`config.mk`:
```
export PLATFORM = sky130hd
export DESIGN_NAME = f1_start_controller_flat
export DESIGN_NICKNAME = d
export VERILOG_FILES = /design/src/rtl/f1_start_controller_if.sv /design/src/rtl/f1_start_controller.sv /design/src/flat_wrapper.sv
export SDC_FILE = /design/constraint.sdc
export NUM_CORES = 1
export LEC_CHECK = 0
export CELL_PAD_IN_SITES_DETAIL_PLACEMENT = 0
export CELL_PAD_IN_SITES_GLOBAL_PLACEMENT = 1
export CORE_MARGIN = 5
export CORE_UTILIZATION = 45
export DETAILED_ROUTE_END_ITERATION = 16
export PLACE_DENSITY_LB_ADDON = 0.12
export SETUP_SLACK_MARGIN = 0.3
export SLEW_MARGIN = 0
export SYNTH_ARGS = -nofsm -noshare
export SYNTH_HDL_FRONTEND = slang
export SYNTH_SLANG_ARGS = --single-unit
```
`constraint.sdc`:
```
create_clock -name clk -period 5.33 [get_ports clk]
set_input_delay 1.066 -clock clk [delete_from_list [all_inputs] [get_ports clk]]
set_output_delay 1.066 -clock clk [all_outputs]
set_load 0.01 [all_outputs]
```
`src/rtl/f1_start_controller_if.sv`:
```
// Signal bundle between the F1 start controller, the top-level buttons and the lights FSM.
// The master modport is the controller's view of these signals; the slave modport is the view from the surrounding logic.
interface f1_start_controller_if #(
   parameter int RT_WIDTH = 16
);
   logic                start;
   logic                react;
   logic                cmd_seq;
   logic                cmd_delay;
   logic                trigger;
   logic                tick_en;
   logic                busy;
   logic                rt_valid;
   logic [RT_WIDTH-1:0] rt_count;
   logic                false_start;

   modport master (
      input  start, react, cmd_seq, cmd_delay,
      output trigger, tick_en, busy, rt_valid, rt_count, false_start
   );

   modport slave (
      output start, react, cmd_seq, cmd_delay,
      input  trigger, tick_en, busy, rt_valid, rt_count, false_start
   );
endinterface

```
`src/rtl/f1_start_controller.sv`:
```
// F1 start-lights scheduler: triggers the lights, paces each step, holds for a random delay, then times the reaction.
// Define F1_FALSE_START_EN to add false-start detection and the FLUSH state.
module f1_start_controller #(
   parameter int TICK_DIV   = 24,
   parameter int DELAY_UNIT = 16,
   parameter int RT_WIDTH   = 16
) (
   input logic                  clk,
   input logic                  rst,
   f1_start_controller_if.master bus
);
   localparam int TICK_W = $clog2(TICK_DIV);
   localparam int UNIT_W = (DELAY_UNIT > 1) ? $clog2(DELAY_UNIT) : 1;
   localparam logic [TICK_W-1:0]   TICK_LAST = TICK_W'(TICK_DIV - 1);
   localparam logic [UNIT_W-1:0]   UNIT_LAST = UNIT_W'(DELAY_UNIT - 1);
   localparam logic [RT_WIDTH-1:0] RT_MAX    = '1;

   typedef enum logic [2:0] {
      S_IDLE, S_ARM, S_LIGHTS, S_HOLD, S_RELEASE, S_TIMING, S_DONE
`ifdef F1_FALSE_START_EN
      , S_FLUSH
`endif
   } state_t;

   state_t              state, state_n;
   logic [TICK_W-1:0]   tick_cnt;
   logic [UNIT_W-1:0]   unit_sub;
   logic [6:0]          units_left;
   logic [6:0]          lfsr;
   logic [RT_WIDTH-1:0] rt_cnt;
   logic                react_q;
   logic                react_rise;
   logic                tick_en;

   assign react_rise = bus.react & ~react_q;

   // hold_units is reloaded from the LFSR on every LIGHTS cycle, so HOLD starts with the value present when cmd_delay rose.
   always_ff @(posedge clk) begin
      if (rst) begin
         state      <= S_IDLE;
         lfsr       <= 7'h01;
         react_q    <= 1'b0;
         tick_cnt   <= '0;
         unit_sub   <= '0;
         units_left <= '0;
         rt_cnt     <= '0;
      end else begin
         state   <= state_n;
         lfsr    <= {lfsr[5:0], lfsr[6] ^ lfsr[5]};
         react_q <= bus.react;
         case (state)
            S_ARM: tick_cnt <= '0;
            S_LIGHTS: begin
               tick_cnt   <= (tick_cnt == TICK_LAST) ? '0 : tick_cnt + 1'b1;
               units_left <= lfsr;
               unit_sub   <= '0;
            end
            S_HOLD: begin
               if (unit_sub == UNIT_LAST) begin
                  unit_sub   <= '0;
                  units_left <= units_left - 7'd1;
               end else begin
                  unit_sub <= unit_sub + 1'b1;
               end
            end
            S_RELEASE: rt_cnt <= '0;
            S_TIMING: begin
               if (!react_rise && rt_cnt != RT_MAX) rt_cnt <= rt_cnt + 1'b1;
            end
            default: ;
         endcase
      end
   end

   // A react edge during LIGHTS or HOLD is assigned last so it overrides the normal transitions.
   always_comb begin
      state_n = state;
      tick_en = 1'b0;
      case (state)
         S_IDLE: if (bus.start) state_n = S_ARM;
         S_ARM: state_n = S_LIGHTS;
         S_LIGHTS: begin
            tick_en = (tick_cnt == TICK_LAST) && !bus.cmd_delay;
            if (bus.cmd_delay) state_n = S_HOLD;
`ifdef F1_FALSE_START_EN
            if (react_rise) state_n = S_FLUSH;
`endif
         end
         S_HOLD: begin
            if (unit_sub == UNIT_LAST && units_left == 7'd1) state_n = S_RELEASE;
`ifdef F1_FALSE_START_EN
            if (react_rise) state_n = S_FLUSH;
`endif
         end
         S_RELEASE: begin
            tick_en = 1'b1;
            state_n = S_TIMING;
         end
         S_TIMING: if (react_rise) state_n = S_DONE;
         S_DONE: if (bus.start) state_n = S_ARM;
`ifdef F1_FALSE_START_EN
         S_FLUSH: begin
            tick_en = bus.cmd_seq;
            if (!bus.cmd_seq) state_n = S_IDLE;
         end
`endif
         default: state_n = S_IDLE;
      endcase
   end

`ifdef F1_FALSE_START_EN
   logic false_start_q;

   // The flag survives FLUSH and IDLE so the driver can see it, and clears only when a new start is accepted.
   always_ff @(posedge clk) begin
      if (rst)                                                        false_start_q <= 1'b0;
      else if (state == S_IDLE && bus.start)                          false_start_q <= 1'b0;
      else if ((state == S_LIGHTS || state == S_HOLD) && react_rise)  false_start_q <= 1'b1;
   end

   assign bus.false_start = false_start_q;
`else
   assign bus.false_start = 1'b0;
`endif

   assign bus.trigger  = (state == S_ARM);
   assign bus.tick_en  = tick_en;
   assign bus.busy     = (state != S_IDLE) && (state != S_DONE);
   assign bus.rt_valid = (state == S_DONE);
   assign bus.rt_count = rt_cnt;
endmodule

```
`src/flat_wrapper.sv`:
```
// flat-port wrapper written by rule: the top's interface ports become plain ports
module f1_start_controller_flat 
#(
   parameter int TICK_DIV   = 24,
   parameter int DELAY_UNIT = 16,
   parameter int RT_WIDTH   = 16
)
  (clk, rst, bus_start, bus_react, bus_cmd_seq, bus_cmd_delay, bus_trigger, bus_tick_en, bus_busy, bus_rt_valid, bus_rt_count, bus_false_start);
  f1_start_controller_if #(.RT_WIDTH(RT_WIDTH)) bus_i ();
  input logic clk;
  input logic rst;
  input wire logic [$bits(bus_i.start)-1:0] bus_start;
  input wire logic [$bits(bus_i.react)-1:0] bus_react;
  input wire logic [$bits(bus_i.cmd_seq)-1:0] bus_cmd_seq;
  input wire logic [$bits(bus_i.cmd_delay)-1:0] bus_cmd_delay;
  output wire logic [$bits(bus_i.trigger)-1:0] bus_trigger;
  output wire logic [$bits(bus_i.tick_en)-1:0] bus_tick_en;
  output wire logic [$bits(bus_i.busy)-1:0] bus_busy;
  output wire logic [$bits(bus_i.rt_valid)-1:0] bus_rt_valid;
  output wire logic [$bits(bus_i.rt_count)-1:0] bus_rt_count;
  output wire logic [$bits(bus_i.false_start)-1:0] bus_false_start;
  assign bus_i.start = bus_start;
  assign bus_i.react = bus_react;
  assign bus_i.cmd_seq = bus_cmd_seq;
  assign bus_i.cmd_delay = bus_cmd_delay;
  assign bus_trigger = bus_i.trigger;
  assign bus_tick_en = bus_i.tick_en;
  assign bus_busy = bus_i.busy;
  assign bus_rt_valid = bus_i.rt_valid;
  assign bus_rt_count = bus_i.rt_count;
  assign bus_false_start = bus_i.false_start;
  f1_start_controller #(.TICK_DIV(TICK_DIV), .DELAY_UNIT(DELAY_UNIT), .RT_WIDTH(RT_WIDTH)) u_core (.clk(clk), .rst(rst), .bus(bus_i));
endmodule
```
==> run_results.csv <==
group,metric,value,unit
clock_tree,clock_path_buffers,2,
sta,worst_hold_slack,0.4666,ns
cells_and_area,syn_to_final_growth,15.54,%
yosys,synth-main-ff-cell,"dfxtp_1",
clock_tree,ctsResizeCount,0,
yosys,ys_ff_latch,43,
pwr,power_density,243.2,mW/mm²
critical_path,cp-start-kind,"input pin",
critical_path,rr_worst_depth,4,
yosys,syn_avg_cell_area,8.186,µm²
critical_path,required,4.26,ns
floorplanning,die_w,83.26,µm
critical_path,r2r_start,"u_core.state[2]",
sta,grt_setup_unrepaired,"false",
global_route,grt_use_total,17.39,%
detailed_routing,drt_wl_total,5.941,mm
yosys,syn_nets,306,
clock_tree,postCtsSetupBuffers,0,
sta,min_period,3.601,ns
clock_tree,numCtsBuffers,5,
critical_path,critPathSlowestCell,"clkdlybuf4s50_1",
floorplanning,fp.dieH,83.26,µm
yosys,synthDistinctLibCells,59,
pwr,ir_worst_vdd,0.1785,mV
global_route,grt_pass1_wl,10.17,mm
sta,maxSlewHeadroom,49.97,%
floorplanning,fp.coreArea,0.005172,mm²
clock_tree,root_buffer,"clkbuf_8",
placed_design,place_congestion,0.8118,
sta,setup_viol,0,
floorplanning,start_util,46.69,%
yosys,syn_area,0.002415,mm²
clock_tree,cts_sinks,43,
critical_path,endpoint_kind,"primary output",
sta,fin_tns_setup,0,ns
sta,worst_pin_slew,0.7482,ns
global_route,antenna_found_initial,0,
floorplanning,fp.dieArea,0.006931,mm²
cells_and_area,drive_gt1_share,5.825,%
yosys,ys_warn_count,0,
hold_path,worstHoldPathCells,1,
hold_path,hp-start,"u_core.lfsr[3]",
pwr,p_leak,0.8774,nW
yosys,ys_seq_area_share,35.65,%
sta,clock.fmax,277.7,MHz
cells_and_area,n_antenna_cell,0,
critical_path,crit_path_cell_trace,"clkdlybuf4s50_1, or3_1, a21oi_1, clkdlybuf4s50_1",
floorplanning,row_count,26,
detailed_routing,via_per_inst,6.021,
critical_path,reg2reg_slack,2.88,ns
placed_design,dp_cells,371,
placed_design,placed_area,0.002674,mm²
job,maxCapViolations,0,
clock_tree,cts_tree,"done",
critical_path,worstSetupPathType,"input pin to primary output",
detailed_routing,drtIter0Drc,154,
sta,drv_slew,0,
critical_path,path_common_cell,"clkdlybuf4s50_1",
detailed_routing,routedWlPerCell,15.68,µm
clock_tree,clock_latency,0.30,ns
sta,skew,0.008556,ns
clock_tree,htreeDepth,2,
hold_path,min_to,"u_core.lfsr[4]",
cells_and_area,nets,319,
cells_and_area,fin_util,53.94,%
detailed_routing,drc_errors,0,
sta,period_share,67.56,%
run_status,status,"finished clean",
yosys,async_reset_ff_share,0,%
clock_tree,cts.clk_slew.worst_paths,0.09,ns
critical_path,arrival,2.53,ns
clock_tree,postCtsHoldBufs,0,
cells_and_area,design_area,0.002790,mm²
placed_design,io_buffer_count,24,
global_route,grt_max_degree,28,
sta,timing.final.hold_violations,0,
global_route,first_global_vias,2047,
detailed_routing,drt_pass1_iterations,4,
detailed_routing,ant_nets,0,
critical_path,cp_max_fo,2,
hold_path,hold_class,"flop to flop",
yosys,synth_edf_count,0,
cells_and_area,fin_cells,379,
floorplanning,io_pins,27,
detailed_routing,num_vias,2282,
critical_path,r2r-end,"u_core.bus.rt_count[7]",
yosys,postSynthCellCount,295,
critical_path,worst_path_largest_cell_delay,0.55,ns
global_route,grt-ovfl-total,0,
placed_design,dp_hpwl,3.975,mm
[through the flow]
step | worst slack, ns | power [W]
3_3_place_gp | 1.729 | 0.0004219
6_report | 1.729 | 0.0006786
5_1_grt | 1.591 | 0.0007126
4_1_cts | 1.724 | 0.0006893
2_1_floorplan | 2.607 | 0.0004005
3_5_place_dp | 1.735 | 0.0004220
[cell type report]
| type | count | area [µm²] |
|---|---|---|
| Fill cell | 504 | 2382 |
| Multi-Input combinational cell | 224 | 1440 |
| Clock buffer | 5 | 68.82 |
| Inverter | 8 | 30.03 |
| Sequential cell | 43 | 860.8 |
| Timing Repair Buffer | 26 | 255.2 |
| Tap cell | 70 | 87.58 |
| Clock inverter | 3 | 47.55 |
[power by group]
part           switching (W)  total [W]  internal [W]  leakage, nW
Combinational      0.0000435  0.0000721     0.0000286        0.470
Clock               0.000122   0.000264      0.000142       0.0587
Sequential         0.0000118   0.000343      0.000331        0.349
Total               0.000177   0.000679      0.000501        0.877
[metal layers]
metal	global-route usage, %	vias to the layer above	part of all wire (%)
met3	3.069	5	4.8
li1	-	1148	-
met2	24.93	51	43
met1	26.09	1078	51
met5	0	-	0
met4	5.349	0	1.0
[cells in the mapped netlist, types with 3 or more instances]
library cell / number / share of area [%]
o311ai_0: 6 / 2.2
nand4_1: 13 / 3.4
or3_1: 4 / 1.0
nor3b_1: 3 / 0.93
a21o_1: 3 / 0.93
or4_1: 8 / 2.5
clkbuf_1: 14 / 2.2
buf_2: 4 / 0.83
nor2_1: 6 / 0.93
ha_1: 5 / 2.6
a21oi_1: 18 / 3.7
nor2b_1: 12 / 3.1
dfxtp_1: 43 / 36
o211ai_1: 5 / 1.6
nand4b_1: 3 / 1.1
nand2b_1: 4 / 1.0
and3_1: 5 / 1.3
o21ai_0: 17 / 3.5
a211oi_1: 5 / 1.6
nand3b_1: 3 / 0.93
nand3_1: 10 / 2.1
nor3_1: 10 / 2.1
inv_1: 8 / 1.2
nor4_1: 5 / 1.3
a31oi_1: 11 / 2.8
nand2_1: 31 / 4.8
mux2i_1: 3 / 1.2
[how the worst max path moves through the flow]
stage               startpoint     endpoint  slack (ns)
6_report         bus_cmd_delay  bus_tick_en        1.73
5_1_grt        u_core.state[1]  bus_tick_en        1.59
4_1_cts          bus_cmd_delay  bus_tick_en        1.72
2_1_floorplan    bus_cmd_delay  bus_tick_en        2.61
3_5_place_dp     bus_cmd_delay  bus_tick_en        1.73
3_3_place_gp     bus_cmd_delay  bus_tick_en        1.73
[worst max-delay path, delay by kind of cell]
family | cells | cell delay, ns
buf+inv | 2 | 0.96
simple gates | 1 | 0.36
compound gates | 1 | 0.15
[registers in the layout (all words and copies together), names as in the netlist]
name and flops:
u_core.lfsr 7, u_core.tick_cnt 5, u_core.unit_sub 4, u_core.react_q 1, u_core.units_left 7, u_core.state 3
u_core.bus.rt_count 16
[logic make-up after synthesis]
logic type	after synthesis	synth area share, %
other	1	0.1553
AND/OR/NAND/NOR	129	31.81
flip-flops	43	35.65
AO/OA/AOI/OAI	81	21.81
buffers and inverters	28	4.715
adder cells (fa/ha/maj)	5	2.591
multiplexers	5	2.176
XOR/XNOR	3	1.088
[cell usage in the layout, fill, tap and decap left out, drive strengths merged, types with 10 or more instances in the layout]
cell	count
nand2	31
a21oi	18
nand3	10
o21ai	18
nor3	10
clkdlybuf4s50	24
dfxtp	43
a31oi	11
nand4	15
nor2b	12
Note: power is estimated with default switching activity, not from simulation.
